[src/rtl/control_store_loader_if.sv]
// Byte-stream input and control-store write/read port bundle for the microcode loader.
// master = loader side, slave = host stream source plus control store.
interface control_store_loader_if #(
  parameter int ADDR_W = 9,
  parameter int DATA_W = 36
) ();
  logic              in_valid;
  logic [7:0]        in_data;
  logic              in_ready;
  logic              cs_wen;
  logic [ADDR_W-1:0] cs_waddr;
  logic [DATA_W-1:0] cs_wdata;
  logic              cs_ren;
  logic [ADDR_W-1:0] cs_raddr;
  logic [DATA_W-1:0] cs_rdata;

  modport master (
    input  in_valid, in_data, cs_rdata,
    output in_ready, cs_wen, cs_waddr, cs_wdata, cs_ren, cs_raddr
  );

  modport slave (
    output in_valid, in_data, cs_rdata,
    input  in_ready, cs_wen, cs_waddr, cs_wdata, cs_ren, cs_raddr
  );
endinterface

[src/rtl/control_store_loader.sv]
// MIC-1 control store loader: packs 5 LE bytes into a 36-bit word, writes it 1 cycle after the last byte, optional read-back check.
// in_ready is high only while collecting bytes; stalls the stream during write/read/check.
module control_store_loader #(
  parameter int ADDR_W = 9,
  parameter int DATA_W = 36,
  parameter bit VERIFY = 1'b1
) (
  input  logic                clk,
  input  logic                rst_n,
  input  logic                start,
  input  logic [ADDR_W-1:0]   start_addr,
  input  logic [ADDR_W:0]     word_count,
  control_store_loader_if.master bus,
  output logic                busy,
  output logic                done,
  output logic                err_fmt,
  output logic                err_verify,
  output logic [ADDR_W-1:0]   err_addr,
  output logic [ADDR_W:0]     words_written
);

  localparam int NB       = (DATA_W + 7) / 8;
  localparam int BI_W     = (NB > 1) ? $clog2(NB) : 1;
  localparam int TOP_BITS = DATA_W - 8 * (NB - 1);
  // Bits of the last byte that fall outside the word must be zero.
  localparam logic [7:0] FMT_MASK = 8'hFF << TOP_BITS;
  localparam logic [ADDR_W:0] MAX_WORDS = {1'b1, {ADDR_W{1'b0}}};
  localparam logic [BI_W-1:0] LAST_IDX  = BI_W'(NB - 1);

  typedef enum logic [2:0] {
    IDLE,
    RECV,
    WRITE,
    READ,
    CHECK,
    DONE,
    ERR
  } state_t;

  state_t state, state_nxt;

  logic [ADDR_W-1:0] addr, addr_nxt;
  logic [ADDR_W:0]   remaining, remaining_nxt;
  logic [BI_W-1:0]   idx, idx_nxt;
  logic [DATA_W-1:0] asm_word, asm_word_nxt;

  logic              load, wr_go, rd_go, fmt_set, ver_set;

  logic              cs_wen_q, cs_ren_q;
  logic [ADDR_W-1:0] cs_waddr_q, cs_raddr_q;
  logic [DATA_W-1:0] cs_wdata_q;
  logic              err_fmt_q, err_verify_q;
  logic [ADDR_W-1:0] err_addr_q;
  logic [ADDR_W:0]   words_q;

  always_ff @(posedge clk or negedge rst_n) begin
    if (!rst_n) begin
      state <= IDLE;
    end else begin
      state <= state_nxt;
    end
  end

  always_comb begin
    state_nxt     = state;
    addr_nxt      = addr;
    remaining_nxt = remaining;
    idx_nxt       = idx;
    asm_word_nxt  = asm_word;
    load          = 1'b0;
    wr_go         = 1'b0;
    rd_go         = 1'b0;
    fmt_set       = 1'b0;
    ver_set       = 1'b0;

    case (state)
      IDLE, ERR: begin
        if (start) begin
          load          = 1'b1;
          addr_nxt      = start_addr;
          remaining_nxt = (word_count > MAX_WORDS) ? MAX_WORDS : word_count;
          idx_nxt       = '0;
          state_nxt     = (word_count == '0) ? DONE : RECV;
        end
      end

      RECV: begin
        if (bus.in_valid) begin
          for (int k = 0; k < NB - 1; k++) begin
            if (idx == BI_W'(k)) begin
              asm_word_nxt[8*k +: 8] = bus.in_data;
            end
          end
          if (idx == LAST_IDX) begin
            asm_word_nxt[DATA_W-1 -: TOP_BITS] = bus.in_data[TOP_BITS-1:0];
            idx_nxt = '0;
            if ((bus.in_data & FMT_MASK) != 8'h00) begin
              fmt_set   = 1'b1;
              state_nxt = ERR;
            end else begin
              wr_go     = 1'b1;
              state_nxt = WRITE;
            end
          end else begin
            idx_nxt = idx + BI_W'(1);
          end
        end
      end

      WRITE: begin
        if (VERIFY) begin
          rd_go     = 1'b1;
          state_nxt = READ;
        end else begin
          addr_nxt      = addr + ADDR_W'(1);
          remaining_nxt = remaining - (ADDR_W+1)'(1);
          state_nxt     = (remaining == (ADDR_W+1)'(1)) ? DONE : RECV;
        end
      end

      READ: begin
        state_nxt = CHECK;
      end

      // Read data is registered in the control store, so it lands here.
      CHECK: begin
        if (bus.cs_rdata != asm_word) begin
          ver_set   = 1'b1;
          state_nxt = ERR;
        end else begin
          addr_nxt      = addr + ADDR_W'(1);
          remaining_nxt = remaining - (ADDR_W+1)'(1);
          state_nxt     = (remaining == (ADDR_W+1)'(1)) ? DONE : RECV;
        end
      end

      DONE: begin
        state_nxt = IDLE;
      end

      default: begin
        state_nxt = IDLE;
      end
    endcase
  end

  always_ff @(posedge clk or negedge rst_n) begin
    if (!rst_n) begin
      addr         <= '0;
      remaining    <= '0;
      idx          <= '0;
      asm_word     <= '0;
      cs_wen_q     <= 1'b0;
      cs_ren_q     <= 1'b0;
      cs_waddr_q   <= '0;
      cs_raddr_q   <= '0;
      cs_wdata_q   <= '0;
      err_fmt_q    <= 1'b0;
      err_verify_q <= 1'b0;
      err_addr_q   <= '0;
      words_q      <= '0;
    end else begin
      addr      <= addr_nxt;
      remaining <= remaining_nxt;
      idx       <= idx_nxt;
      asm_word  <= asm_word_nxt;
      cs_wen_q  <= wr_go;
      cs_ren_q  <= rd_go;
      if (wr_go) begin
        cs_waddr_q <= addr;
        cs_wdata_q <= asm_word_nxt;
      end
      if (rd_go) begin
        cs_raddr_q <= addr;
      end
      if (load) begin
        err_fmt_q    <= 1'b0;
        err_verify_q <= 1'b0;
        err_addr_q   <= '0;
        words_q      <= '0;
      end else begin
        if (wr_go) begin
          words_q <= words_q + (ADDR_W+1)'(1);
        end
        if (fmt_set) begin
          err_fmt_q  <= 1'b1;
          err_addr_q <= addr;
        end
        if (ver_set) begin
          err_verify_q <= 1'b1;
          err_addr_q   <= addr;
        end
      end
    end
  end

  assign bus.in_ready = (state == RECV);
  assign bus.cs_wen   = cs_wen_q;
  assign bus.cs_waddr = cs_waddr_q;
  assign bus.cs_wdata = cs_wdata_q;
  assign bus.cs_ren   = cs_ren_q;
  assign bus.cs_raddr = cs_raddr_q;

  assign busy          = (state == RECV) || (state == WRITE) ||
                         (state == READ) || (state == CHECK);
  assign done          = (state == DONE);
  assign err_fmt       = err_fmt_q;
  assign err_verify    = err_verify_q;
  assign err_addr      = err_addr_q;
  assign words_written = words_q;

endmodule

[src/flat_wrapper.sv]
// flat-port wrapper written by rule: the top's interface ports become plain ports
module control_store_loader_flat 
#(
  parameter int ADDR_W = 9,
  parameter int DATA_W = 36,
  parameter bit VERIFY = 1'b1
)
  (clk, rst_n, start, start_addr, word_count, busy, done, err_fmt, err_verify, err_addr, words_written, bus_in_valid, bus_in_data, bus_cs_rdata, bus_in_ready, bus_cs_wen, bus_cs_waddr, bus_cs_wdata, bus_cs_ren, bus_cs_raddr);
  control_store_loader_if #(.ADDR_W(ADDR_W), .DATA_W(DATA_W)) bus_i ();
  input  logic clk;
  input  logic rst_n;
  input  logic start;
  input  logic [ADDR_W-1:0] start_addr;
  input  logic [ADDR_W:0] word_count;
  output logic busy;
  output logic done;
  output logic err_fmt;
  output logic err_verify;
  output logic [ADDR_W-1:0] err_addr;
  output logic [ADDR_W:0] words_written;
  input wire logic [$bits(bus_i.in_valid)-1:0] bus_in_valid;
  input wire logic [$bits(bus_i.in_data)-1:0] bus_in_data;
  input wire logic [$bits(bus_i.cs_rdata)-1:0] bus_cs_rdata;
  output wire logic [$bits(bus_i.in_ready)-1:0] bus_in_ready;
  output wire logic [$bits(bus_i.cs_wen)-1:0] bus_cs_wen;
  output wire logic [$bits(bus_i.cs_waddr)-1:0] bus_cs_waddr;
  output wire logic [$bits(bus_i.cs_wdata)-1:0] bus_cs_wdata;
  output wire logic [$bits(bus_i.cs_ren)-1:0] bus_cs_ren;
  output wire logic [$bits(bus_i.cs_raddr)-1:0] bus_cs_raddr;
  assign bus_i.in_valid = bus_in_valid;
  assign bus_i.in_data = bus_in_data;
  assign bus_i.cs_rdata = bus_cs_rdata;
  assign bus_in_ready = bus_i.in_ready;
  assign bus_cs_wen = bus_i.cs_wen;
  assign bus_cs_waddr = bus_i.cs_waddr;
  assign bus_cs_wdata = bus_i.cs_wdata;
  assign bus_cs_ren = bus_i.cs_ren;
  assign bus_cs_raddr = bus_i.cs_raddr;
  control_store_loader #(.ADDR_W(ADDR_W), .DATA_W(DATA_W), .VERIFY(VERIFY)) u_core (.clk(clk), .rst_n(rst_n), .start(start), .start_addr(start_addr), .word_count(word_count), .bus(bus_i), .busy(busy), .done(done), .err_fmt(err_fmt), .err_verify(err_verify), .err_addr(err_addr), .words_written(words_written));
endmodule
[config.mk]
export PLATFORM = sky130hd
export DESIGN_NAME = control_store_loader_flat
export DESIGN_NICKNAME = d
export VERILOG_FILES = /design/src/rtl/control_store_loader_if.sv /design/src/rtl/control_store_loader.sv /design/src/flat_wrapper.sv
export SDC_FILE = /design/constraint.sdc
export NUM_CORES = 1
export LEC_CHECK = 0
export ABC_CLOCK_PERIOD_IN_PS = 2310
export CAP_MARGIN = 0
export CORE_ASPECT_RATIO = 1.1
export CORE_MARGIN = 2
export CORE_UTILIZATION = 50
export CTS_CLUSTER_DIAMETER = 200
export DETAILED_ROUTE_END_ITERATION = 10
export GPL_TIMING_DRIVEN = 1
export PLACE_DENSITY = 0.84
export SYNTH_ARGS = -nofsm -noshare
export SYNTH_HDL_FRONTEND = slang
export SYNTH_SLANG_ARGS = --single-unit
[constraint.sdc]
create_clock -name clk -period 2.31 [get_ports clk]
set_clock_uncertainty 0.15 [all_clocks]
set_input_delay 0.3465 -clock clk [delete_from_list [all_inputs] [get_ports clk]]
set_output_delay 0.3465 -clock clk [all_outputs]
set_load 0.1 [all_outputs]
### After elaboration in Yosys (flattened, before gate mapping)

Index checks and enable logic that the tools add are counted.

| cells by class | value |
|---|---|
| eq/ne operators | 16 |
| bitwise gates (word level) | 0 |
| add/sub/neg operators | 4 |
| reduce and logical (&&, ||, !) cells | 17 |
| div/mod/pow operators | 0 |
| muxes and demuxes | 48 |
| $mul | 0 |
| magnitude comparators | 1 |
| shift-type cells | 0 |

Operator list:

| operator | count |
|---|---|
| 36-bit 2-to-1 mux | 2 |
| 10-bit 2-to-1 mux | 5 |
| 9-bit 2-to-1 mux | 5 |
| 36-bit != test | 1 |
| 8-bit 2-to-1 mux | 4 |
| 3-bit 2-to-1 mux | 10 |
| 10-bit case mux with 2 select lines | 1 |
| 9-bit case mux with 2 select lines | 1 |
| 1-bit 2-to-1 mux | 17 |
| 3-bit case mux with 5 select lines | 1 |
| 3-bit by 2-bit == test with 1-bit output, second input constant | 4 |
| 3-bit == test, second input constant | 4 |
| 10-bit by 1-bit adder with 10-bit output, second input constant | 1 |
| 10-bit by 1-bit == test with 1-bit output, second input constant | 1 |
| 10-bit greater-than comparator, second input constant | 1 |
| 10-bit logical NOT | 1 |
| 2-bit nonzero test | 5 |
| 10-bit by 1-bit subtractor with 10-bit output, second input constant | 1 |
| 9-bit by 1-bit adder with 9-bit output, second input constant | 1 |
| 3-bit AND reduction | 3 |
| 8-bit nonzero test | 1 |
| 3-bit by 1-bit == test with 1-bit output, second input constant | 2 |
| 3-bit logical NOT | 2 |
| 2-bit != test, second input constant | 3 |
| other kinds (7) | 9 |

| storage, ports and cells | value |
|---|---|
| bits in writable memories | 0 |
| register bits after elaboration | 138 |
| output and inout port bits | 80 |
| latch bits | 0 |
| memory bits (read-only) | 0 |
| memories | 0 |

### Longest topological paths before layout

Gate-level depths: netlist of run 1.

| depth | value |
|---|---|
| word-level depth | 8 |
| mapped depth | 10 |

### Worst setup path after synthesis of run 1

OpenSTA, ideal clock, no wires.

| timing path | value |
|---|---|
| path kind | reg-to-output |
| start | register u_core.state[0] |
| end | output port done |
| arrival | 2.672 ns |
| setup slack | -0.858 ns |
| required time | 1.814 ns |
| cell stages (with the launch flop) | 4 |
| cell sequence | dfrtp_1 > buf_2 > inv_1 > nor3_1 |

| between the ends | value |
|---|---|
| cells in the longest elaborated chain, start to end | 1 |

Ends and longest elaborated chain:

| element | line | RTL |
|---|---|---|
| start, declared | control_store_loader.sv:40 | `state_t state, state_nxt;` |
| start signal, assigned | control_store_loader.sv:60 | `state <= state_nxt;` |
| 3-bit == test | control_store_loader.sv:206 | `assign done = (state == DONE);` |
| end, declared | flat_wrapper.sv:16 | `output logic done;` |

No other way between the ends.

### Final worst setup path of run 1

| timing path | value |
|---|---|
| start | register u_core.asm_word[13] |
| end | register u_core.err_addr_q[6], in the netlist u_core.err_addr[6] |

| between the ends | value |
|---|---|
| cells in the longest elaborated chain, start to end | 5 |
| elaborated cells between the ends (all ways) | 6 |
| classes of those cells | 1 x eq/ne; 4 x mux; 1 x reduce/logical |

Ends and longest elaborated chain:

| element | line | RTL |
|---|---|---|
| start, declared | control_store_loader.sv:45 | `logic [DATA_W-1:0] asm_word, asm_word_nxt;` |
| start signal, assigned | control_store_loader.sv:166 | `asm_word <= asm_word_nxt;` |
| 36-bit != test * | control_store_loader.sv:127 | `if (bus.cs_rdata != asm_word) begin` |
| 1-bit 2-to-1 mux * | control_store_loader.sv:127 |  |
| 1-bit 2-to-1 mux * | control_store_loader.sv:76 | `case (state)` |
| 9-bit 2-to-1 mux | control_store_loader.sv:189 | `if (ver_set) begin` |
| 9-bit 2-to-1 mux | control_store_loader.sv:176 | `if (load) begin` |
| end signal, assigned | control_store_loader.sv:187 | `err_addr_q <= addr;` |
| end signal, assigned | control_store_loader.sv:191 | `err_addr_q <= addr;` |
| end, declared | control_store_loader.sv:53 | `logic [ADDR_W-1:0] err_addr_q;` |

Mark *: on every way between the ends. The rest lies on a longest branch, timed or not.
A chain may end at the register's enable or synchronous reset.

==> results of run 1 <==
## per-stage QoR
stage / area, um^2 / util [%] / setup TNS, ns / hold slack (ns)
2_1_floorplan: 6660 / - / -23.61 / -0.0991
3_3_place_gp: 8480 / 65.0 / -9.80 / 0.123
3_5_place_dp: 8480 / 65.0 / -11.60 / 0.131
4_1_cts: 9140 / 70.0 / 0 / 0.254
5_1_grt: 9230 / 70.8 / -0.0826 / 0.277
6_report: 9230 / 70.8 / 0 / 0.248
## cell usage in the layout (no fill, tap or decap), drive strengths merged, types with 7 or more instances in the layout
cell type,count
dfrtp,138
buf,136
nand2,117
mux2,66
clkdlybuf4s50,65
xor2,41
nor2,33
inv,24
clkbuf,22
nor4,17
a21oi,16
nand3,14
o21ai,14
a31oi,11
and3,10
mux2i,10
ha,9
nand4,7
## state kept, by name (all words and copies together) (netlist names), 9 cells and up
signal and count:
u_core.addr 9, u_core.err_addr 9, u_core.bus.cs_wdata 36, u_core.words_written 10
u_core.remaining 10, u_core.bus.cs_waddr 9, u_core.bus.cs_raddr 9, u_core.asm_word 36
## cell type report
cell class | count | area [um^2] | share of cell area (%)
Clock buffer | 21 | 460 | 4.99
Clock inverter | 10 | 165 | 1.79
Inverter | 23 | 91.3 | 0.989
Multi-Input combinational cell | 416 | 3060 | 33.1
Sequential cell | 138 | 3450 | 37.4
Tap cell | 161 | 201 | 2.18
Timing Repair Buffer | 203 | 1800 | 19.5
## timing repair
item                       CTS  global route
cloned                       0             1
setup endpoints to repair   12            27
resized for setup            4            13
hold endpoints to repair    37             0
buffers inserted             0             2
hold buffers                 1             0
pin swaps                    1            10
## routing by layer
metal / vias to the layer above / track usage, % / routed length, um
met2: 246 / 43.3 / 9090
li1: 2484 / - / -
met5: - / 0 / 0
met4: 0 / 13.1 / 680
met3: 52 / 7.45 / 1420
met1: 2681 / 32.0 / 7300
## report_power, final
group | internal (mW) | total, mW | switching (mW)
Sequential | 3.13 | 3.78 | 0.653
Clock | 1.86 | 2.91 | 1.05
Combinational | 1.75 | 5.15 | 3.40
## worst max-delay path: cells and delay by family (launching register included)
kind | cells | cell delay, ns
multiplexers | 1 | 0.20
flip-flops | 1 | 0.39
buffers and inverters | 2 | 0.31
AND/OR/NAND/NOR | 2 | 0.43
AO/OA/AOI/OAI | 2 | 0.50
XOR/XNOR | 1 | 0.18
## logic make-up (layout without fill, tap and decap cells)
logic type / Yosys count / after routing / synth area share (%)
AND/OR/NAND/NOR: 215 / 215 / 17.0
flip-flops: 138 / 138 / 52.2
multiplexers: 76 / 76 / 12.7
AO/OA/AOI/OAI: 72 / 72 / 7.41
buffers and inverters: 45 / 257 / 3.19
XOR/XNOR: 43 / 43 / 5.69
adder cells (fa/ha/maj): 10 / 10 / 1.85
## how the worst min path moves through the flow
stage                     start                  end  slack (ns)  depth (start not counted)
after floorplan           rst_n       u_core.addr[0]        -0.1                          0
after global placement    rst_n  u_core.remaining[6]        0.12                          1
after detailed placement  rst_n  u_core.remaining[6]        0.13                          1
after CTS                 rst_n  u_core.remaining[8]        0.25                          2
after global routing      rst_n  u_core.remaining[8]        0.28                          2
final                     rst_n  u_core.remaining[8]        0.25                          2
## synth_stat cells, drive strengths merged (5+ instances only)
library cell	number	share of area, %
mux2i	10	1.5
a31oi	11	1.0
nor4	17	2.7
a21oi	16	1.3
o22ai	5	0.47
clkbuf	9	0.51
nand2	117	7.0
buf	13	1.4
nor2	33	2.3
and3	10	0.94
mux2	66	11
xor2	41	5.4
ha	9	1.7
nand3	14	1.1
inv	22	1.2
dfrtp	138	52
nand4	7	1.1
o211ai	6	0.68
o21ai	14	1.1
nor3	6	0.53
==> results_dict.tcl, run 1 <==
set metrics [dict create \
    outcome "finished clean" \
    clock_sinks 138 \
    die-area_um2 14200 \
    crit_end "u_core.err_addr[6]" \
    ys_async_sr_fraction_pct 100 \
    yosysSeqAreaShare_pct 52.2 \
    globalRouteTotalUtil_pct 26.5 \
    cts-root-buf "clkbuf_16" \
    placed_cells 937 \
    first_iter_violations 370 \
    num_rows 44 \
    worst_slack_ns 0.0645 \
    tritoncts "done" \
    synth.cell_area_um2 6620 \
    via_count 5463 \
    wl_per_cell_um 19.0 \
    max_freq_mhz 445 \
    io_pins 147 \
    synth_flop_cell "dfrtp_1" \
    timing.critical_path.cells "xor2_1 -> nor4_2 -> buf_4 -> nand2_2 -> o31ai_4 -> o21a_4 -> buf_12 -> mux2i_1" \
    synth_nets 675 \
    core_area_um2 13000 \
    drcViolationCount 0 \
    start_kind "register" \
    yosysUniqueCellTypes 59 \
    clock_path_buffers 2 \
    endpoint_kind "register" \
    routed_via_density 5.62 \
    power.leakage_nw 4.58 \
    ys_seq_elements 138 \
    initial_core_util_pct 50.7 \
    post-route-min-period_ns 2.25 \
    drv_cap 0 \
    slowest_stage "dfrtp_1" \
    fp.dieH_um 125 \
    place_ws_ns -0.460 \
    nets 875 \
    r2r-end "u_core.err_addr[6]" \
    clk_latency_ns 0.43 \
    synth_cells 599 \
    dpl.hpwl_mm 13.5 \
    max_stage_delay_ns 0.39 \
    maxSlewViolCount 0 \
    routabilityCongestion 0.872 \
    htreeDepth 4 \
    slew_headroom_pct 66.7 \
    grt_pass1_wl_mm 29.0 \
    totalWireLength_mm 18.5 \
    ir_worst_vdd_mv 0.780 \
    grt_pass1_vias 5692 \
    r2r-start "u_core.asm_word[13]" \
    fin_crit_sh_pct 97.2 \
    clk_pin_slew_ns 0.06 \
    antenna_found_initial 0 \
    total_power_mw 11.8 \
    rr_worst_depth 8 \
    p_per_area_nw_per_um2 1280 \
    fin_cells 972 \
    worstSetupPathType "register to register" \
    numCtsBuffers 17 \
    grt_max_degree 60 \
    crit_path_max_fanout 5 \
    drive_gt1_share_pct 33.0 \
    ys_warn_count 0 \
    cp-startpoint "u_core.asm_word[13]" \
    tightest_slew_ns 0.487 \
    detail-route-antenna-nets 0 \
    crit_required_ns 2.50 \
    fp.dieW_um 114 \
    fill_cells 900 \
    drtPass1Iterations 5 \
    overflow 0 \
    synth_edf_count 0 \
    final-hold-violation-count 0 \
    arrival_ns 2.43 \
    antenna_cells 0 \
    hp-class "input port to async pin" \
    syn_avg_cell_area_um2 11.1 \
    io_buffers 146 \
    setup_viol 0 \
    reg2reg_slack_ns 0.06 \
    area_growth_pct 39.4 \
]
No activity file was read; power rests on OpenSTA's default activity.
==> run 2: changes to the inputs <==
- CTS_CLUSTER_DIAMETER: 200 -> 120
==> results of run 2 <==
Final layout, timing and power as in run 1 (identical DEF).
==> run 3: changes to the inputs <==
- SKIP_CTS_REPAIR_TIMING: default -> 1
==> results_dict.tcl, run 3 (same netlist as run 1, synthesis figures left out) <==
set metrics [dict create \
    total_power_mw 11.8 \
    slew_headroom_pct 66.7 \
    first_iter_violations 380 \
    r2r-end "u_core.err_addr[6]" \
    drtPass1Iterations 5 \
    r2r-start "u_core.asm_word[29]" \
    slowest_stage "dfrtp_1" \
    clk_latency_ns 0.43 \
    routabilityCongestion 0.872 \
    num_rows 44 \
    p_per_area_nw_per_um2 1280 \
    post-route-min-period_ns 2.25 \
    final_cell_area_um2 9230 \
    drcViolationCount 0 \
    crit_required_ns 2.50 \
    worst_slack_ns 0.0640 \
    dpl.hpwl_mm 13.5 \
    htreeDepth 4 \
    routed_via_density 5.64 \
    area_growth_pct 39.3 \
    globalRouteTotalUtil_pct 26.4 \
    tightest_slew_ns 0.487 \
    antenna_found_initial 0 \
    totalWireLength_mm 18.4 \
    via_count 5472 \
    worstSetupPathType "register to register" \
    clock_path_buffers 2 \
    max_freq_mhz 445 \
    tritoncts "done" \
    setup_viol 0 \
    io_buffers 146 \
    maxSlewViolCount 0 \
    fill_cells 902 \
    final-hold-violation-count 0 \
    nets 874 \
    endpoint_kind "register" \
    fin_util_pct 70.7 \
    reg2reg_slack_ns 0.06 \
    drive_gt1_share_pct 33.0 \
    place_ws_ns -0.460 \
    place_area_um2 8480 \
    core_area_um2 13000 \
    final_cell_mix "dfrtp_1 (137), buf_4 (126), nand2_1 (110)" \
    wl_per_cell_um 19.0 \
    io_pins 147 \
    hp-class "input port to async pin" \
    fp.dieW_um 114 \
    detail-route-antenna-nets 0 \
    fp.dieH_um 125 \
    outcome "finished clean" \
    antenna_cells 0 \
    grt_pass1_wl_mm 28.9 \
    cts-root-buf "clkbuf_16" \
    drv_cap 0 \
    timing.critical_path.cells "xor2_1 -> nor4_4 -> nand4_4 -> o31ai_4 -> o21a_4 -> buf_12 -> mux2i_1" \
    max_stage_delay_ns 0.40 \
    die-area_um2 14200 \
    overflow 0 \
    rr_worst_depth 7 \
    ir_worst_vdd_mv 0.763 \
    final_common_cell "dfrtp_1" \
    start_kind "register" \
    numCtsBuffers 17 \
    clk_pin_slew_ns 0.06 \
    grt_max_degree 60 \
    clock_sinks 138 \
    arrival_ns 2.44 \
    power.leakage_nw 4.57 \
    crit_path_max_fanout 5 \
    fin_crit_sh_pct 97.2 \
    grt_pass1_vias 5685 \
    initial_core_util_pct 50.7 \
]
==> run 3: how the worst max path moves through the flow <==
stage	from	to	slack (ns)	cells past startpoint
after floorplan	u_core.state[1]	u_core.words_written[9]	-0.47	9
after global placement	bus_cs_rdata[13]	u_core.err_addr[3]	-0.37	9
after detailed placement	bus_cs_rdata[13]	u_core.err_addr[6]	-0.46	9
after CTS	u_core.asm_word[13]	u_core.err_addr[6]	-0.1	8
after global routing	u_core.asm_word[19]	u_core.err_addr[6]	-0.02	7
final	u_core.asm_word[29]	u_core.err_addr[6]	0.06	7
==> run 3: final cells by class <==
cell class              count  area, um^2  area share (%)
clock buffers              21         460            4.99
flip-flops and latches    138        3450            37.4
clock inverters            10         165            1.79
well taps                 161         201            2.18
multi-input cells         416        3060            33.1
repair buffers            202        1790            19.4
inverters                  23        91.3           0.990
==> run 3: metrics by stage <==
stage	hold WS, ns	setup TNS [ns]	std cells
finish	0.250	0	971
global route	0.277	-0.0747	971
CTS	-0.321	-0.732	968
detailed placement	0.131	-11.60	937
global placement	0.123	-9.80	937
floorplan	-0.0991	-23.61	599
==> run 3: metal layers <==
| layer | up-vias | part of all wire, % | global-route usage [%] |
|---|---|---|---|
| met5 | - | 0 | 0 |
| met4 | 0 | 3.6 | 12.6 |
| met3 | 49 | 7.4 | 7.20 |
| met2 | 249 | 49 | 43.4 |
| met1 | 2690 | 40 | 32.1 |
| li1 | 2484 | - | - |
==> run 3: power breakdown <==
group          leakage [nW]  switching [mW]  internal [mW]
registers              1.80           0.659           3.13
clock network         0.296            1.05           1.86
logic                  2.47            3.40           1.74
total                  4.57            5.11           6.73
==> run 3: critical path: cells and delay by family (launching register included) <==
kind	cells	cell delay, ns
simple gates	2	0.58
compound gates	2	0.49
buf+inv	1	0.13
xor+xnor	1	0.20
mux	1	0.20
flops	1	0.40
